**config.mk**
```make
export PLATFORM = sky130hd
export DESIGN_NAME = ecc_dec_pipe
export DESIGN_NICKNAME = d
export VERILOG_FILES = /design/src/rtl/ecc_dec_pipe.sv
export SDC_FILE = /design/constraint.sdc
export NUM_CORES = 1
export LEC_CHECK = 0
export ABC_AREA = 1
export CORE_ASPECT_RATIO = 1.2
export CORE_MARGIN = 5
export CORE_UTILIZATION = 55
export CTS_CLUSTER_SIZE = 30
export DETAILED_ROUTE_END_ITERATION = 12
export PLACE_DENSITY = 0.95
export SLEW_MARGIN = 20
export SYNTH_ARGS = -nofsm -noshare
export SYNTH_HDL_FRONTEND = slang
export SYNTH_SLANG_ARGS = --single-unit
```
**constraint.sdc**
```tcl
create_clock -name clk_i -period 3 [get_ports clk_i]
set_input_delay 0.6 -clock clk_i [delete_from_list [all_inputs] [get_ports clk_i]]
set_output_delay 0.6 -clock clk_i [all_outputs]
set_load 0.005 [all_outputs]
```
**src/rtl/ecc_dec_pipe.sv**
```systemverilog
// Multi-lane pipelined SECDED (extended Hamming) decoder with valid/ready streaming,
// saturating error statistics and first-double-error capture.
module ecc_dec_pipe #(
  parameter int K      = 8,
  parameter int LANES  = 2,
  parameter int P0_LSB = 1,
  parameter int CNT_W  = 16,
  localparam int M  = $clog2(K + 1 + $clog2(K + 1 + $clog2(K + 1 + $clog2(K + 1)))),
  localparam int N  = M + K,
  localparam int LW = (LANES > 1) ? $clog2(LANES) : 1
) (
  input  logic                   clk_i,
  input  logic                   rst_ni,
  input  logic                   clkena_i,
  input  logic                   correct_en_i,
  input  logic [LANES*(N+1)-1:0] d_i,
  input  logic                   valid_i,
  output logic                   ready_o,
  output logic [LANES*K-1:0]     q_o,
  output logic [LANES*(M+1)-1:0] syndrome_o,
  output logic [LANES-1:0]       sb_err_o,
  output logic [LANES-1:0]       db_err_o,
  output logic [LANES-1:0]       sb_fix_o,
  output logic                   valid_o,
  input  logic                   ready_i,
  output logic [CNT_W-1:0]       sb_cnt_o,
  output logic [CNT_W-1:0]       db_cnt_o,
  input  logic                   clr_i,
  output logic                   cap_valid_o,
  output logic [LW-1:0]          cap_lane_o,
  output logic [M:0]             cap_syndrome_o
);

  localparam int PW = $clog2(LANES + 1) + 1;
  localparam logic [M-1:0] NMAX = M'(N);
  localparam logic [N:0]   ONE  = (N+1)'(1);

  // Lane word -> codeword positions 0..N with p0 at position 0.
  function automatic logic [N:0] to_pos(input logic [N:0] w);
    if (P0_LSB != 0) return w;
    return {w[N-1:0], w[N]};
  endfunction

  function automatic logic [M-1:0] calc_syn(input logic [N:0] cw);
    logic [M-1:0] s;
    s = '0;
    for (int i = 1; i <= N; i++)
      if (cw[i]) s = s ^ M'(i);
    return s;
  endfunction

  function automatic logic [K-1:0] extract(input logic [N:0] cw);
    logic [K-1:0] d;
    int k;
    d = '0;
    k = 0;
    for (int i = 1; i <= N; i++)
      if ((i & (i - 1)) != 0) begin
        d[k] = cw[i];
        k++;
      end
    return d;
  endfunction

  function automatic logic [PW-1:0] popcnt(input logic [LANES-1:0] v);
    logic [PW-1:0] c;
    c = '0;
    for (int i = 0; i < LANES; i++) c = c + PW'(v[i]);
    return c;
  endfunction

  function automatic logic [CNT_W-1:0] sat_add(input logic [CNT_W-1:0] c,
                                               input logic [PW-1:0] inc);
    logic [CNT_W+PW-1:0] s;
    s = {{PW{1'b0}}, c} + {{CNT_W{1'b0}}, inc};
    if (s > {{PW{1'b0}}, {CNT_W{1'b1}}}) return '1;
    return s[CNT_W-1:0];
  endfunction

  logic [LANES*(N+1)-1:0] cw_p1_q, cw_d;
  logic [LANES*M-1:0]     syn_p1_q, syn_d;
  logic [LANES-1:0]       par_p1_q, par_d;
  logic                   cen_p1_q, vld_p1_q;
  logic [LANES*K-1:0]     q_p2_q, q_d;
  logic [LANES*(M+1)-1:0] so_p2_q, so_d;
  logic [LANES-1:0]       sb_p2_q, sb_d, db_p2_q, db_d, fix_p2_q, fix_d;
  logic                   vld_p2_q;
  logic                   adv2, xfer;
  logic [CNT_W-1:0]       sb_cnt_q, sb_cnt_d, db_cnt_q, db_cnt_d;
  logic                   cap_valid_q, cap_valid_d;
  logic [LW-1:0]          cap_lane_q, cap_lane_d;
  logic [M:0]             cap_syn_q, cap_syn_d;

  assign adv2    = !vld_p2_q || ready_i;
  assign ready_o = !vld_p1_q || adv2;
  assign xfer    = vld_p2_q && ready_i && clkena_i;

  // Stage 1 input: reorder, parity and syndrome per lane.
  always_comb begin
    cw_d  = '0;
    par_d = '0;
    syn_d = '0;
    for (int l = 0; l < LANES; l++) begin
      cw_d[l*(N+1) +: N+1] = to_pos(d_i[l*(N+1) +: N+1]);
      par_d[l]             = ^d_i[l*(N+1) +: N+1];
      syn_d[l*M +: M]      = calc_syn(to_pos(d_i[l*(N+1) +: N+1]));
    end
  end

  // Stage 2 input: correction, information extraction and flags.
  always_comb begin
    logic [N:0]   cw;
    logic [M-1:0] s;
    logic         p;
    cw    = '0;
    s     = '0;
    p     = 1'b0;
    q_d   = '0;
    so_d  = '0;
    sb_d  = '0;
    db_d  = '0;
    fix_d = '0;
    for (int l = 0; l < LANES; l++) begin
      cw = cw_p1_q[l*(N+1) +: N+1];
      s  = syn_p1_q[l*M +: M];
      p  = par_p1_q[l];
      // Syndromes beyond N point at no real bit, so nothing is flipped.
      if (cen_p1_q && p && (s <= NMAX)) cw = cw ^ (ONE << s);
      q_d[l*K +: K]       = extract(cw);
      so_d[l*(M+1) +: M+1] = (P0_LSB != 0) ? {s, p} : {p, s};
      sb_d[l]  = p;
      db_d[l]  = !p && (s != '0);
      fix_d[l] = cen_p1_q && p && ((s & (s - M'(1))) != '0);
    end
  end

  always_ff @(posedge clk_i) begin
    if (!rst_ni) begin
      vld_p1_q <= 1'b0;
      cen_p1_q <= 1'b0;
      cw_p1_q  <= '0;
      par_p1_q <= '0;
      syn_p1_q <= '0;
      vld_p2_q <= 1'b0;
      q_p2_q   <= '0;
      so_p2_q  <= '0;
      sb_p2_q  <= '0;
      db_p2_q  <= '0;
      fix_p2_q <= '0;
    end else if (clkena_i) begin
      if (ready_o) begin
        vld_p1_q <= valid_i;
        if (valid_i) begin
          cw_p1_q  <= cw_d;
          par_p1_q <= par_d;
          syn_p1_q <= syn_d;
          cen_p1_q <= correct_en_i;
        end
      end
      if (adv2) begin
        vld_p2_q <= vld_p1_q;
        if (vld_p1_q) begin
          q_p2_q   <= q_d;
          so_p2_q  <= so_d;
          sb_p2_q  <= sb_d;
          db_p2_q  <= db_d;
          fix_p2_q <= fix_d;
        end
      end
    end
  end

  // Statistics: clear wins over a coincident increment or capture.
  always_comb begin
    sb_cnt_d    = sb_cnt_q;
    db_cnt_d    = db_cnt_q;
    cap_valid_d = cap_valid_q;
    cap_lane_d  = cap_lane_q;
    cap_syn_d   = cap_syn_q;
    if (clr_i) begin
      sb_cnt_d    = '0;
      db_cnt_d    = '0;
      cap_valid_d = 1'b0;
      cap_lane_d  = '0;
      cap_syn_d   = '0;
    end else if (xfer) begin
      sb_cnt_d = sat_add(sb_cnt_q, popcnt(sb_p2_q));
      db_cnt_d = sat_add(db_cnt_q, popcnt(db_p2_q));
      if (!cap_valid_q && (db_p2_q != '0)) begin
        cap_valid_d = 1'b1;
        for (int l = LANES - 1; l >= 0; l--)
          if (db_p2_q[l]) begin
            cap_lane_d = LW'(l);
            cap_syn_d  = so_p2_q[l*(M+1) +: M+1];
          end
      end
    end
  end

  always_ff @(posedge clk_i) begin
    if (!rst_ni) begin
      sb_cnt_q    <= '0;
      db_cnt_q    <= '0;
      cap_valid_q <= 1'b0;
      cap_lane_q  <= '0;
      cap_syn_q   <= '0;
    end else if (clkena_i) begin
      sb_cnt_q    <= sb_cnt_d;
      db_cnt_q    <= db_cnt_d;
      cap_valid_q <= cap_valid_d;
      cap_lane_q  <= cap_lane_d;
      cap_syn_q   <= cap_syn_d;
    end
  end

  assign valid_o        = vld_p2_q;
  assign q_o            = q_p2_q;
  assign syndrome_o     = so_p2_q;
  assign sb_err_o       = sb_p2_q;
  assign db_err_o       = db_p2_q;
  assign sb_fix_o       = fix_p2_q;
  assign sb_cnt_o       = sb_cnt_q;
  assign db_cnt_o       = db_cnt_q;
  assign cap_valid_o    = cap_valid_q;
  assign cap_lane_o     = cap_lane_q;
  assign cap_syndrome_o = cap_syn_q;

endmodule
```
* After elaboration in Yosys (flattened, before gate mapping)
Index checks and enable logic that the tools add are counted.
** Word-level totals
- Bits in registers :: 110
- Output and inout bits :: 73
- Word-level logic and storage cells :: 142
** Operators by class
- Add/subtract/negate cells :: 6
- $lt $le $gt $ge :: 4
- Shift-type cells :: 2
- Muxes and demuxes :: 53
- Bitwise logic cells :: 26
- Reduce and logical (&&, ||, !) cells :: 35
** Operators with widths (number)
- two-way mux 16 bit :: 8
- two-way mux 4 bit :: 10
- adder 16 x 2 -> 17 bit :: 2
- greater-than comparator 17 x 16 -> 1 bit (second input constant) :: 2
- two-way mux 13 bit :: 2
- parity 13 bit :: 2
- << shifter 1 x 4 -> 13 bit (first input constant) :: 2
- XOR 13 bit :: 2
- two-way mux 5 bit :: 5
- two-way mux 3 bit :: 8
- inverter 2 bit :: 12
- two-way mux 1 bit :: 16
- nonzero test 4 bit :: 4
- inverter 3 bit :: 4
- logical AND 1 bit :: 11
- AND reduction 3 bit :: 3
- AND 4 bit :: 2
- less-or-equal comparator 4 bit (second input constant) :: 2
- two-way mux 2 bit :: 4
- subtractor 4 x 1 -> 4 bit (second input constant) :: 2
- inverter 1 bit (first input constant) :: 6
- AND reduction 2 bit :: 3
- nonzero test 2 bit :: 3
- logical NOT 1 bit :: 5
- other kinds (4) :: 6

* Depth between registers and ports, before layout
- Word-level depth :: 20
- Mapped depth :: 12

* Worst setup path before layout
OpenSTA, ideal clock, no wires.
- Path kind :: reg-to-reg
- Start :: reg db_p2_q[0], in the netlist db_err_o[0]
- End :: reg db_cnt_q[12], in the netlist db_cnt_o[12]
- Setup time :: 117 ps
- Arrival :: 1626 ps
- Required time :: 2883 ps
- Slack :: 1257 ps
- Stages on the path, launching flop included :: 10
- Buffers on the path :: 0
- Path through :: dfxtp_1 -> fa_1 -> ha_1 -> inv_1 -> nor3_4 -> nand2_1 -> nor2_1 -> o21ai_0 -> a21oi_1 -> nor2_1
** On the way
- Cells in the longest elaborated chain, start to end :: 9
** RTL lines
- start: declaration :: RTL line 86 : logic [LANES-1:0] sb_p2_q, sb_d, db_p2_q, db_d, fix_p2_q, fix_d;
- start signal: assignment :: RTL line 148 : db_p2_q <= '0;
- start signal: assignment :: RTL line 166 : db_p2_q <= db_d;
- adder 1 x 1 -> 2 bit * :: RTL line 68 : for (int i = 0; i < LANES; i++) c = c + PW'(v[i]);
- adder 16 x 2 -> 17 bit * :: RTL line 75 : s = {{PW{1'b0}}, c} + {{CNT_W{1'b0}}, inc};
- greater-than comparator 17 x 16 -> 1 bit :: RTL line 76 : if (s > {{PW{1'b0}}, {CNT_W{1'b1}}}) return '1;
- two-way mux 1 bit :: RTL line 76
- two-way mux 1 bit :: RTL line 186 : end else if (xfer) begin
- two-way mux 1 bit :: RTL line 180 : if (clr_i) begin
- two-way mux 16 bit * :: RTL line 77 : return s[CNT_W-1:0];
- two-way mux 16 bit * :: RTL line 186
- two-way mux 16 bit * :: RTL line 180
- end signal: assignment :: RTL line 209 : db_cnt_q <= db_cnt_d;
- end: declaration :: RTL line 89 : logic [CNT_W-1:0] sb_cnt_q, sb_cnt_d, db_cnt_q, db_cnt_d;
Mark *: on every way between the ends. The rest lies on a longest branch, timed or not. The select of a mux whose other input is x is not followed.
A chain may end at the register's enable or synchronous reset.

* Final worst setup path
- Start :: in ready_i
- End :: out ready_o
** On the way
- Cells in the longest elaborated chain, start to end :: 2
** RTL lines
- start: declaration :: RTL line 25 : input logic ready_i,
- logical OR 1 bit :: RTL line 94 : assign adv2 = !vld_p2_q || ready_i;
- logical OR 1 bit :: RTL line 95 : assign ready_o = !vld_p1_q || adv2;
- end: declaration :: RTL line 18 : output logic ready_o,
Every way passes these cells.

==> results.txt <==
* Synth async-reset ratio: 0%
* Result of the run: finished clean
* Peak supply drop: 333 uV
- Counting flops with a built-in enable in the synthesized netlist gives 0.
- Post-synthesis adder-cell area fraction: 1.17%
- Headroom to the max-slew limit came out at 60.8%.
* Final setup fails: 0
- For the pin with the worst max-slew slack, the measured transition is 0.586 ns.
- For this run, global-route usage on met1 was measured as 28.4%.
* Number of diodes: 0
* Multi-input combinational cell area: 3040 um^2
- After synthesis, the largest area contributor takes up 35.4% of total cell area.
- Measured in cells, the most critical reg-to-reg path has a length of 8.
- By startpoint and endpoint, the worst setup path is classified as input port to output port.
* Hold Fails Final Rpt: 0
* Number of global-route vias before repair: 5418
- Hold-critical path depth: 2
- For this design, the sink count on the clock tree is 98.
* Share of synthesized area spent on multiplexers: 0%
- Across the routed clock network, the largest skew measured is 0.00812 ns.
* Placer's final routability congestion estimate: 0.883
- Predominant post-synthesis flop cell: sky130_fd_sc_hd__dfxtp_1
- Clock period minus worst slack: 2.33 ns
- Across every metal layer, demand over resource in global routing totals 23.6%.
- For this run, the register share of the synthesized area comes to 35.4%.
- At the worst endpoint, the arrival time is 1.73 ns.
* Post-CTS sizing: 0
- Derived from the worst setup path, the maximum achievable clock frequency is 429 MHz.
- Max-cap violations in this run came to 0.
- Pins Over Slew Limit: 0
* Area fraction in and, or, nand and nor cells after synthesis: 32.5%
* Setup tns final: 0 ns
* Worst-Skew Late Latency: 0.35 ns
* Flops & latches, synth: 98
- H-tree level count: 3
- Crit end category: output port
- Die width: 102 um
- Combined area of all synthesized cells: 5550 um^2
- The synthesized netlist devotes 15.4% of its cell area to compound gates.
* Antenna viol nets, final: 0
- Final global-route overflow total: 0
- Synthesis produced a netlist with a net count of 915.
* Cts bufs inserted: 9
* Number of setup buffers added after CTS: 0
* Area contributors post-synth: sky130_fd_sc_hd__dfxtp_1 35%, sky130_fd_sc_hd__nand2_1 20%, sky130_fd_sc_hd__a21oi_1 7.8%, sky130_fd_sc_hd__inv_1 6.9%, sky130_fd_sc_hd__nor2_1 5.9%
- Xor/xnor share of the synthesized area: 5.69%
- Unique cell type count in the Yosys netlist: 38
* DRC violations left: 0
* Reg-to-reg setup timing slack: 0.84 ns
* Clock-pin slew reported for the worst setup and hold paths after clock tree synthesis: 0.07 ns
- Number of filler instances in the final layout: 797
- Total of warnings raised by yosys: 0
- Worst hold slack across all endpoints: 0.470 ns
* Kind of launch point of the worst setup path: input port
- Average routed wire per standard cell: 13.0 um
* Synthesis-to-layout area growth: 25.0%
* Number of cells in the finished layout apart from fillers: 1101
- 1st-iter DRT viols: 298
- TritonCTS built the clock tree.
* Total wire length: 14300 um
* Syn avg cell area: 6.32 um^2
* Via total after detailed routing: 5762
- For this run, the post-layout net count is 1008.
- The longest clock path from root to sink contains 2 buffers.
* Main combinational cell family by area after synthesis: simple AND/OR/NAND/NOR gates
* Leakage Power: 0.00301 uW
- Highest net fanout along the worst path: 2
* Hold Crit Class: flip-flop to flip-flop
- Root cell of the clock tree: sky130_fd_sc_hd__clkbuf_16
* Met2 usage: 41.2%
* Global routing's busiest layer: met2
- Global-route wire length before repair: 23800 um
- The post-route netlist has 3.79% of its cells at a drive strength greater than 1.
- In this run, post-CTS hold repair placed 0 buffers.
- For this run, the detailed router's first-pass iteration total came to 5.
- The initial utilization of the core area, before any placement, comes to 55.7%.
* Placed wire-length estimate: 10400 um
- The region available for standard cell placement spans 9960 um^2.
- During placement, the flow inserted port buffers numbering 105.
* Antenna violations before repair: 0
- Cell type contributing the most total cell area after synthesis: sky130_fd_sc_hd__dfxtp_1
- Entering global routing, the biggest net connects 67 pins.
- Dividing total power by cell area gives a power density of 415 nW/um^2.
- Including well taps, the total number of placed cells is 1086.
* Floorplan die height: 120 um
- CP Data Required Time: 2.40 ns
* Synthesized netlist cell count: 878
- Routed vias/inst: 5.23
* GR Util met3: 3.72%
* Number of top-level design ports: 106
- Register Area: 1960 um^2
* Floorplan row count: 40
- Total die area: 12200 um^2
- Post-route clock period utilization: 77.6%
- RSZ-0062 raised after global routing: false
[synth_stat cells, drive strengths merged (4+ instances only)]
cell type  instances
clkbuf            17
buf               11
inv              105
o211ai             6
a21oi             87
nand4              6
nand3             34
nor3               9
nor2              91
o21ai             65
xor2              17
dfxtp             98
nand2            295
xnor2             19
nand2b             4
[kinds of logic (layout without fill, tap and decap cells)]
| group | after synthesis | in the layout |
|---|---|---|
| AO/OA/AOI/OAI | 163 | 163 |
| AND/OR/NAND/NOR | 443 | 443 |
| XOR/XNOR | 36 | 36 |
| buffers and inverters | 134 | 231 |
| flip-flops | 98 | 98 |
| adder cells (fa/ha/maj) | 4 | 4 |
[final timing paths]
check,start,end
max,ready_i,ready_o
min,cw_p1_q[6],cw_p1_q[6]
max reg2reg,db_err_o[0],db_cnt_o[7]
min reg2reg,cw_p1_q[6],cw_p1_q[6]
[layout make-up]
| type | instances | area share [%] |
|---|---|---|
| clock buffer | 9 | 3.25 |
| clock inverter | 6 | 0.740 |
| inverter | 106 | 5.76 |
| multi-input combinational | 646 | 43.8 |
| sequential | 98 | 28.3 |
| tap | 126 | 2.27 |
| timing repair buffer | 110 | 15.9 |
[worst max-delay path, stage by stage]
cell	delay (ns)
sky130_fd_sc_hd__clkdlybuf4s50_1	0.47
sky130_fd_sc_hd__inv_1	0.05
sky130_fd_sc_hd__nand3_1	0.08
sky130_fd_sc_hd__clkdlybuf4s50_1	0.52
[stage by stage]
stage / utilization (%) / setup slack [ns] / instance area [um^2] / total power (uW)
CTS: 69.6 / 0.669 / 6930 / 2900
detailed placement: 66.8 / 0.573 / 6660 / 1810
global placement: 66.8 / 0.655 / 6660 / 1790
global route: 69.6 / 0.631 / 6930 / 3010
floorplan: - / 1.26 / 5550 / 1650
finish: 69.6 / 0.671 / 6930 / 2880
[placed cells by master, fill, tap and decap left out, drive strengths merged, types with 4 or more instances in the layout]
cell type and instances:
nand2 295, inv 108, clkdlybuf4s50 105, dfxtp 98
nor2 91, a21oi 87, o21ai 65, nand3 34
xnor2 19, xor2 17, clkbuf 9, nor3 9
o211ai 6, nand4 6, buf 5, nand2b 4
[metal layers]
layer  share of wire (%)  wire (um)
met3                 6.4        914
met4                 2.0        284
met1                  41       5840
met2                  51       7240
met5                   0          0
[state kept, by name, summed over array words and instances (netlist names), 2 cells and up]
register        count
syndrome_o         10
sb_fix_o            2
syn_p1_q            8
par_p1_q            2
q_o                16
cap_syndrome_o      5
sb_cnt_o           16
db_cnt_o           16
cw_p1_q            16
db_err_o            2
[report_power, final]
group	switching, uW	total (uW)	internal [uW]	leakage [uW]
combinational	228	399	171	0.00208
clock	526	1100	569	0.000126
sequential	38.1	1380	1340	0.000797
Power figures use the tool's default switching activity.
